## src/rtl/alu_sequencer.sv

```systemverilog
// alu_sequencer
//   Moore control sequencer for a single-bus ALU datapath. One instruction is
//   fetched and executed per start request: fetch (T0-T2), operand/ALU steps
//   (T3-T4), write-back (T5, plus T6 for mul/div HI result), then a DONE pulse.
//
// Ports
//   w_clock  : clock, all state changes on the rising edge
//   w_clear  : asynchronous active-high reset, forces IDLE
//   start    : execute-one-instruction request, sampled only in IDLE
//   mem_rdy  : memory read data valid, qualifies leaving T1
//   ir       : datapath IR contents (opcode [31:27], Ra [26:23], Rb [22:19], Rc [18:15])
//   busy     : high in every state except IDLE
//   done     : one-cycle completion pulse
//   illegal  : one-cycle pulse (with done) for opcodes above 12
//   s_*      : bus source selects (at most one per state)
//   e_*, w_* : register load / control strobes
//   reg_out  : one-hot general-register bus select
//   reg_in   : one-hot general-register load enable
//   opcode   : ALU operation {1'b0, ir[31:27]} in T3/T4, else 0
module alu_sequencer #(
    parameter int NUM_REGS = 16
) (
    input  logic                w_clock,
    input  logic                w_clear,
    input  logic                start,
    input  logic                mem_rdy,
    input  logic [31:0]         ir,
    output logic                busy,
    output logic                done,
    output logic                illegal,
    output logic                s_PC,
    output logic                s_MDR,
    output logic                s_Zlow,
    output logic                s_Zhigh,
    output logic                e_MAR,
    output logic                e_PC,
    output logic                e_MDR,
    output logic                e_IR,
    output logic                e_Y,
    output logic                e_Z,
    output logic                e_HI,
    output logic                e_LO,
    output logic                e_alu,
    output logic                w_IncPC,
    output logic                w_read,
    output logic [NUM_REGS-1:0] reg_out,
    output logic [NUM_REGS-1:0] reg_in,
    output logic [5:0]          opcode
);

    typedef enum logic [3:0] {
        IDLE, T0, T1, T2, T3, T4, T5, T6, DONE
    } state_t;

    state_t state, state_nxt;

    // pc_loaded: already spent one cycle in T1, so PC must not load again while
    // waiting on memory. bad_op: DONE was reached via the illegal-opcode path.
    logic pc_loaded;
    logic bad_op;

    logic [4:0] op;
    logic [3:0] ra, rb, rc;
    logic       is_mul_div, is_unary, is_illegal;

    assign op = ir[31:27];
    assign ra = ir[26:23];
    assign rb = ir[22:19];
    assign rc = ir[18:15];

    assign is_mul_div = (op == 5'd5) || (op == 5'd6);
    assign is_unary   = (op == 5'd4) || (op == 5'd12);
    assign is_illegal = (op > 5'd12);

    function automatic logic [NUM_REGS-1:0] onehot(input logic [3:0] idx);
        onehot = '0;
        for (int unsigned i = 0; i < NUM_REGS; i++) begin
            if (32'(idx) == i) onehot[i] = 1'b1;
        end
    endfunction

    always_ff @(posedge w_clock or posedge w_clear) begin
        if (w_clear) begin
            state     <= IDLE;
            pc_loaded <= 1'b0;
            bad_op    <= 1'b0;
        end else begin
            state     <= state_nxt;
            pc_loaded <= (state == T1);
            bad_op    <= (state == T2) && is_illegal;
        end
    end

    always_comb begin
        state_nxt = state;
        busy      = (state != IDLE);
        done      = 1'b0;
        illegal   = 1'b0;
        s_PC      = 1'b0;
        s_MDR     = 1'b0;
        s_Zlow    = 1'b0;
        s_Zhigh   = 1'b0;
        e_MAR     = 1'b0;
        e_PC      = 1'b0;
        e_MDR     = 1'b0;
        e_IR      = 1'b0;
        e_Y       = 1'b0;
        e_Z       = 1'b0;
        e_HI      = 1'b0;
        e_LO      = 1'b0;
        e_alu     = 1'b0;
        w_IncPC   = 1'b0;
        w_read    = 1'b0;
        reg_out   = '0;
        reg_in    = '0;
        opcode    = '0;

        case (state)
            IDLE: begin
                if (start) state_nxt = T0;
            end
            T0: begin
                s_PC      = 1'b1;
                e_MAR     = 1'b1;
                w_IncPC   = 1'b1;
                e_Z       = 1'b1;
                state_nxt = T1;
            end
            T1: begin
                s_Zlow = 1'b1;
                e_PC   = !pc_loaded;
                w_read = 1'b1;
                e_MDR  = 1'b1;
                if (mem_rdy) state_nxt = T2;
            end
            T2: begin
                s_MDR = 1'b1;
                e_IR  = 1'b1;
                if (is_illegal)    state_nxt = DONE;
                else if (is_unary) state_nxt = T4;
                else               state_nxt = T3;
            end
            T3: begin
                reg_out   = onehot(rb);
                e_Y       = 1'b1;
                opcode    = {1'b0, op};
                state_nxt = T4;
            end
            T4: begin
                reg_out   = is_unary ? onehot(rb) : onehot(rc);
                e_alu     = 1'b1;
                e_Z       = 1'b1;
                opcode    = {1'b0, op};
                state_nxt = T5;
            end
            T5: begin
                s_Zlow = 1'b1;
                if (is_mul_div) begin
                    e_LO      = 1'b1;
                    state_nxt = T6;
                end else begin
                    reg_in    = onehot(ra);
                    state_nxt = DONE;
                end
            end
            T6: begin
                s_Zhigh   = 1'b1;
                e_HI      = 1'b1;
                state_nxt = DONE;
            end
            DONE: begin
                done      = 1'b1;
                illegal   = bad_op;
                state_nxt = IDLE;
            end
            default: state_nxt = IDLE;
        endcase
    end

endmodule

```

## config.mk

```make
export PLATFORM = sky130hd
export DESIGN_NAME = alu_sequencer
export DESIGN_NICKNAME = d
export VERILOG_FILES = /design/src/rtl/alu_sequencer.sv
export SDC_FILE = /design/constraint.sdc
export NUM_CORES = 1
export LEC_CHECK = 0
export CORE_MARGIN = 3
export CORE_UTILIZATION = 35
export DETAILED_ROUTE_END_ITERATION = 10
export GPL_ROUTABILITY_DRIVEN = 0
export PLACE_DENSITY = 0.95
export SLEW_MARGIN = 20
export SYNTH_ARGS = -nofsm -noshare
export SYNTH_HDL_FRONTEND = slang
export SYNTH_SLANG_ARGS = --single-unit
```

## constraint.sdc

```tcl
create_clock -name w_clock -period 3.93 [get_ports w_clock]
set_input_delay 0.9825 -clock w_clock [delete_from_list [all_inputs] [get_ports w_clock]]
set_output_delay 0.9825 -clock w_clock [all_outputs]
set_load 0.02 [all_outputs]
```

Yosys cells after proc, flatten, opt, wreduce, memory -nomap -nowiden
Index checks and enable logic that the tools add are counted.
{ "totals": {"register_bits": 6, "input_bits": 36} }
{ "op_classes": {"magnitude_cmp": 1, "n_eq_ne": 59, "muxes": 72, "n_reduce_logical": 13} }
{ "op_table": {"columns": ["cell", "n"], "rows": [
  ["$eq 4x4->1 const B", 25],
  ["$eq 4x3->1 const B", 16],
  ["$mux 1", 62],
  ["$mux 16", 3],
  ["$eq 4x2->1 const B", 8],
  ["$pmux 16 s2", 1],
  ["$pmux 4 s8", 1],
  ["$eq 4x1->1 const B", 4],
  ["$logic_not 4->1", 4],
  ["$mux 4", 4],
  ["$eq 5x3->1 const B", 3],
  ["$reduce_or 2->1", 3],
  ["$eq 5x4->1 const B", 1],
  ["$gt 5x4->1 const B", 1],
  ["$mux 5", 1],
  ["$ne 2x2->1 const B", 2],
  ["$reduce_bool 4->1", 1],
  ["$logic_or 1x1->1", 2],
  ["$reduce_and 2->1", 1],
  ["$logic_and 1x1->1", 1],
  ["$logic_not 1->1", 1]
]} }

Depth between registers and ports, before layout
Gate-level depths: netlist (run 1).
{ "depth": {"word_depth": 5, "depth_mapped": 6, "depth_no_buf": 3} }

Least setup slack after synthesis (run 1)
No wires, ideal clock.
{ "synth_timing": {"kind": "in2out", "from": "input port ir[31]", "to": "output port reg_out[12]", "arrival_ns": 2.440, "path_slack_ns": 0.507, "path_stages": 4, "path_buffers": 1, "path_cell_list": "or4b_4 -> buf_6 -> a2111o_1 -> a21oi_1"} }
{ "synth_between": {"elab_chain_cells": 4, "word_cells_on_any_way": 5, "classes_between": "eq/ne (2); mux (2); reduce/logical (1)"} }
{ "synth_rtl": {"columns": ["element", "line", "text"], "rows": [
  ["start, declared", "27", "input logic [31:0] ir,"],
  ["$eq 5x3->1 / $eq 5x4->1 (equally long branches)", "72", "assign is_unary = (op == 5'd4) || (op == 5'd12);"],
  ["$logic_or 1x1->1 *", "72", null],
  ["$mux 16 *", "150", "reg_out = is_unary ? onehot(rb) : onehot(rc);"],
  ["$pmux 16 s2 *", "118", "case (state)"],
  ["end, declared", "46", "output logic [NUM_REGS-1:0] reg_out,"]
]} }
Mark *: on every way between the ends. The rest lies on a longest branch, timed or not.

Worst setup path in the final report (run 1)
{ "layout_timing": {"from": "input port ir[31]", "to": "output port reg_out[11]"} }
Same word-level chain as after synthesis.

==> results.md, run 1 <==
- DIE HEIGHT: 62.50 µm
- Status: completed
- Crit Path Class: in2out
- TritonCTS clock tree: done
- DRT Pass-1 Iters: 4
- Worst path slowest cell: or4b_4
- Layout Cells excl Fill: 279
- Clock period minus worst slack: 3.833 ns
- Critical path's largest stage delay: 0.60 ns
- Routed vias: 1539
- Max-cap violations: 0
- Largest net degree at the start of global routing: 42
- Critical path cell sequence: clkdlybuf4s50_1 -> or4b_4 -> buf_4 -> a211o_1 -> a21oi_1 -> buf_2
- Share of layout cells above drive strength 1: 18.14%
- Unique masters post-synth: 38
- Core area: 2900 µm²
- Area Growth Syn to Fin: 67.64%
- Dpl hpwl: 3138 µm
- Layout Nets: 275
- Ant. Diodes: 0
- Post-DR vias/cell: 5.516
- Sequential fraction of the synthesis area: 13.44%
- Commonest cells after routing, fill and taps aside: 42 x clkdlybuf4s50_1, 19 x a21oi_1, 18 x buf_4, 16 x nand4_1, 16 x dlygate4sd2_1
- Avg Cell Area, Syn: 6.940 µm²
- 1st-iter DRT viols: 83
- Area of the multi-input gates: 854.6 µm²
- Die area: 3906 µm²
- Clk_lat worst skew: 0.24 ns
- Crit path launch type: input pin
- Global Route Usage Sum: 19.95%
- Final wirelength: 3932 µm
- Hold crit path type: reg2reg
- DRC viols: 0
- Critical Path RT: 2.95 ns
- Placed Cells: 276
- I/O Pins: 92
- RSZ-0062 raised after global routing: false
- Num Clock Sinks: 6
- Setup-failing EPs final: 0
- Row Count: 19
- Max Clk Rate: 0.2609 GHz
- First-pass GRT wire length: 6520 µm
- Arrival time at the worst endpoint: 2.85 ns
- Max-slew violation count: 0
- Port bufs: 75
- Synth Register Bits: 6
- P per Cell Area: 368.5 nW/µm²
- Post-DRT Antenna Nets: 0
- Most common cell after layout, fill and taps aside: clkdlybuf4s50_1
- Fillers: 274
- Crit path capture type: primary output
- Clk root buf: clkbuf_4
- Fin crit share: 97.54%
- Drt wl/cell: 14.09 µm
- Worst Slack Setup Final: 0.09665 ns
- Reg area: 150.1 µm²
- Antenna violations before repair: 0
- Syn Nets: 197
- CP Max Fanout: 10
- Count of mapped cells out of synthesis: 161
- Worst VDD drop: 0.2383 mV
- Vias in the first global route: 1450
- Die width: 62.50 µm
- CTS Buf Count: 3
- Yosys warnings: 0
- Clock buffer depth: 2
- Clock transition at path regs: 0.04 ns
- Final Hold Vio Count: 0
- # hold bufs at CTS: 0
- Initial Utilization: 38.52%
- H-tree depth: 1
- Setup Skew: 0.002576 ns
- Total congestion overflow: 0
- Final Util: 64.58%
- Syn Std Cell Area: 1117 µm²
- Leak: 0.7601 nW
- Worst slack, placed: -0.3634 ns
cells in the mapped netlist, drive strengths merged:
library cell,count,area [µm²]
or4,1,7.510
nand2b,12,75.07
o21ai,1,5.000
conb,1,3.750
a211o,10,87.58
a21bo,1,10.01
inv,2,7.510
or2,1,6.260
clkbuf,11,41.29
a21oi,19,95.09
a221oi,1,8.760
o21a,1,7.510
o311ai,1,8.760
nor3b,1,7.510
a31oi,1,6.260
nor2,9,33.78
a2111o,6,67.56
a21o,1,7.510
xor2,1,8.760
nand2,6,22.52
nor3,13,65.06
or4b,1,13.76
nor4b,3,26.28
nor2b,4,25.02
o211a,1,10.01
nand3,1,5.000
nor4,8,50.05
and2,8,50.05
o31ai,1,7.510
mux2i,1,10.01
and4bb,1,12.51
nand4,16,100.1
or3b,1,8.760
buf,9,65.05
dfrtp,6,150.1
where the power goes:
| group | internal (mW) | total, mW | switching (mW) |
|---|---|---|---|
| logic | 0.225 | 0.512 | 0.287 |
| clock network | 0.0345 | 0.0557 | 0.0212 |
| registers | 0.0839 | 0.123 | 0.0389 |
| total | 0.343 | 0.690 | 0.347 |
worst max-delay path, delay by kind of cell:
kind            cells  cell delay (ns)
buf+inv             3             0.84
compound gates      2             0.43
simple gates        1             0.60
final timing paths:
check                                      from                    to  slack [ns]  cells past startpoint
hold / removal             state[3]$_DFFE_PP0P_  state[0]$_DFFE_PP0P_        0.70                      1
max in group asynchronous               w_clear  state[0]$_DFFE_PP0P_        2.77                      2
setup / recovery                         ir[31]           reg_out[11]         0.1                      6
min in group asynchronous               w_clear   pc_loaded$_DFF_PP0_        0.96                      2
hold reg to reg            state[3]$_DFFE_PP0P_  state[0]$_DFFE_PP0P_        0.70                      1
setup reg to reg           state[0]$_DFFE_PP0P_  state[2]$_DFFE_PP0P_        2.25                      4
sequential cells by signal, summed over array words and instances, names as in the netlist:
register and count:
bad_op 1, pc_loaded 1, state 4
logic make-up (layout without fill, tap and decap cells):
group	count (synthesis)	count (layout)	synth area share, %
compound gates	44	44	28.78
flops	6	6	13.44
buf+inv	22	98	10.19
other cells	1	1	0.3356
xor+xnor	1	1	0.7840
simple gates	86	86	45.58
mux	1	1	0.8959
layer usage:
metal	vias to the layer above	wire length (µm)	GRT usage (%)
met5	-	0	0
met2	62	1923	35.82
li1	769	-	-
met4	0	96	7.713
met3	9	272	3.777
met1	699	1640	23.14
layout make-up:
cell class / count / share of cell area (%)
multi-input combinational: 133 / 45.62
timing repair buffer: 93 / 41.95
sequential: 6 / 8.016
tap: 42 / 2.806
clock buffer: 3 / 1.202
inverter: 2 / 0.4008
metrics by stage:
stage | setup TNS, ns | hold WS [ns] | total power, mW | area [µm²]
floorplan | 0 | 0.6623 | 0.4476 | 1117
global placement | -6.652 | 0.6391 | 0.6223 | 1949
detailed placement | -7.385 | 0.6891 | 0.6377 | 1949
CTS | 0 | 0.6966 | 0.6944 | 1948
global route | 0 | 0.7470 | 0.7414 | 1873
finish | 0 | 0.7042 | 0.6902 | 1873
repair_timing:
item / in CTS / in global routing
cloned: 0 / 0
resized for setup: 65 / 15
setup endpoints to repair: 33 / 14
setup buffers: 0 / 0
(Power assumes the default switching activity.)
==> inputs of run 2 (changes only) <==
--- a/config.mk
+++ b/config.mk
@@ -5,11 +5,12 @@
 export SDC_FILE = /design/constraint.sdc
 export NUM_CORES = 1
 export LEC_CHECK = 0
+export CORE_ASPECT_RATIO = 1.5
 export CORE_MARGIN = 3
 export CORE_UTILIZATION = 35
 export DETAILED_ROUTE_END_ITERATION = 10
 export GPL_ROUTABILITY_DRIVEN = 0
-export PLACE_DENSITY = 0.95
+export PLACE_DENSITY_LB_ADDON = 0.05
 export SLEW_MARGIN = 20
 export SYNTH_ARGS = -nofsm -noshare
 export SYNTH_HDL_FRONTEND = slang
==> run 2 against run 1 <==
Against the previous run:
- critical path depth did not move
- setup slack worse by 0.070 ns
- hold slack lost 0.019 ns
- sequential share of layout area decreased by 0.29 points
- cell area grew 3.8%
- final cell count decreased by 1.1%
- combinational power rose by 1%
- via count shrank 0.58%
- non-clock buffer count did not move
==> results.md, run 2 (synthesis gave the netlist of run 1 again) <==
- Status: completed
- Hold_ws: 0.6851 ns (-0.01913 ns)
- R2R depth: 4 (unchanged)
- Worst Slack Setup Final: 0.02698 ns (-0.06967 ns)
- Clk root buf: clkbuf_8
- Reg area: 150.1 µm² (unchanged)
- Clock transition at path regs: 0.04 ns (about the same)
- I/O Pins: 92 (unchanged)
- Max-cap violations: 0 (unchanged)
- Crit Path Class: in2out
- Reg2reg end: state[2]$_DFFE_PP0P_
- Row Count: 24 (+5)
- Total congestion overflow: 0 (unchanged)
- CP Max Fanout: 6 (-4)
- Final Util: 65.40% (+0.82 points)
- Post-DRT Antenna Nets: 0 (unchanged)
- R2r setup slk: 2.18 ns (-0.07 ns)
- TritonCTS clock tree: done
- Critical Path RT: 2.95 ns (about the same)
- Die area: 3920 µm² (+0.36%)
- Leak: 0.8074 nW (+6.2%)
- Layout Nets: 275 (unchanged)
- Launch point of the worst hold path: state[3]$_DFFE_PP0P_
- P per Cell Area: 375.8 nW/µm² (+2.0%)
- Hold Path Sink: state[0]$_DFFE_PP0P_
- WHS Path Cells: 1 (unchanged)
- DRT Pass-1 Iters: 4 (unchanged)
- Final wirelength: 4206 µm (+7.0%)
- Most common cell after layout, fill and taps aside: clkdlybuf4s50_1
- Num Clock Sinks: 6 (unchanged)
- Largest net degree at the start of global routing: 42 (unchanged)
- First-pass GRT wire length: 6279 µm (-3.7%)
- Final Hold Vio Count: 0 (unchanged)
- Drt wl/cell: 15.24 µm (+8.1%)
- Pwr Total: 0.7308 mW (+5.9%)
- DIE HEIGHT: 75.20 µm (+20%)
- Max reg flops: 4 (unchanged)
- Dpl hpwl: 3357 µm (+7.0%)
- H-tree depth: 1 (unchanged)
- Commonest cells after routing, fill and taps aside: 42 x clkdlybuf4s50_1, 20 x dlygate4sd2_1, 20 x buf_4, 17 x a21oi_1, 16 x nand4_1
- Vias in the first global route: 1438 (-0.83%)
- Crit path launch type: input pin
- Fillers: 293 (+6.9%)
- Share of layout cells above drive strength 1: 17.30% (-0.84 points)
- Setup-failing EPs final: 0 (unchanged)
- Initial Utilization: 37.58% (-0.94 points)
- Reg2reg start: state[0]$_DFFE_PP0P_
- 1st-iter DRT viols: 37 (-55%)
- Global Route Usage Sum: 20.62% (+0.68 points)
- RSZ-0062 raised after global routing: true
- Worst slack, placed: -0.4121 ns (-0.04864 ns)
- Ant. Diodes: 0 (unchanged)
- Antenna violations before repair: 0 (unchanged)
- Clock period minus worst slack: 3.903 ns (+0.06967 ns)
- Setup Skew: 0.004237 ns (+0.001661 ns)
- Routed vias: 1530 (-0.58%)
- Area Growth Syn to Fin: 74.02%
- CTS Buf Count: 3 (unchanged)
- Core area: 2973 µm² (+2.5%)
- Hold crit path type: reg2reg
- Clock buffer depth: 2 (unchanged)
- Port bufs: 75 (unchanged)
- Arrival time at the worst endpoint: 2.92 ns (+0.07 ns)
- Clk_lat worst skew: 0.22 ns (-0.02 ns)
- Max Clk Rate: 0.2562 GHz (-1.8%)
- Final TNS setup: 0 ns (unchanged)
- Largest registers: state (4), bad_op (1), pc_loaded (1)
- Post-DR vias/cell: 5.543 (+0.50%)
- Die width: 52.13 µm (-17%)
- Top reg by flops: state
- Area of the multi-input gates: 867.1 µm² (+1.5%)
- Worst VDD drop: 0.5426 mV (+130%)
- Crit path capture type: primary output
- DRC viols: 0 (unchanged)
- Max-slew violation count: 0 (unchanged)
- Fin crit share: 99.31% (+1.8 points)
-- run 2: cell type report --
type	count	share of cell area, %
clock buffers	3	2.124
inverters	2	0.3861
multi-input cells	133	44.59
flip-flops and latches	6	7.722
well taps	39	2.510
repair buffers	93	42.66
-- run 2: repair_timing --
action,in CTS,in global routing
gates resized for setup,67,10
buffers inserted,2,0
hold buffers,0,0
pin swaps,1,3
setup endpoints to repair,33,12
-- run 2: worst max-delay path by stage --
| stage | slack, ns | startpoint | cells past startpoint | end |
|---|---|---|---|---|
| after floorplan | 0.51 | ir[31] | 4 | reg_out[12] |
| after global placement | -0.37 | ir[31] | 6 | reg_out[11] |
| after detailed placement | -0.41 | ir[31] | 6 | reg_out[11] |
| after CTS | 0.002 | ir[27] | 6 | reg_out[12] |
| after global routing | -0.02 | ir[31] | 6 | reg_out[1] |
| final | 0.03 | ir[31] | 6 | reg_out[1] |
-- run 2: worst max-delay path, cell delays in order --
cell and delay, ns:
clkdlybuf4s50_1 0.42, or4b_4 0.59, buf_4 0.17, a2111o_1 0.42, a21oi_1 0.17, buf_4 0.16
-- run 2: metrics by stage --
stage / cell area (µm²) / cells
2_1_floorplan: 1117 / 161
3_3_place_gp: 1943 / 271
3_5_place_dp: 1943 / 271
4_1_cts: 1969 / 276
5_1_grt: 1944 / 276
6_report: 1944 / 276
-- run 2: layer usage --
layer	GRT usage, %	part of all wire (%)
met5	0	0
met2	45.31	61
met1	19.06	33
met4	5.398	1.5
met3	1.782	3.7
-- run 2: power by group --
part | total [mW] | switching, mW | internal (mW)
Clock | 0.0899 | 0.0243 | 0.0656
Sequential | 0.122 | 0.0377 | 0.0842
Combinational | 0.519 | 0.291 | 0.228
Total | 0.731 | 0.353 | 0.378
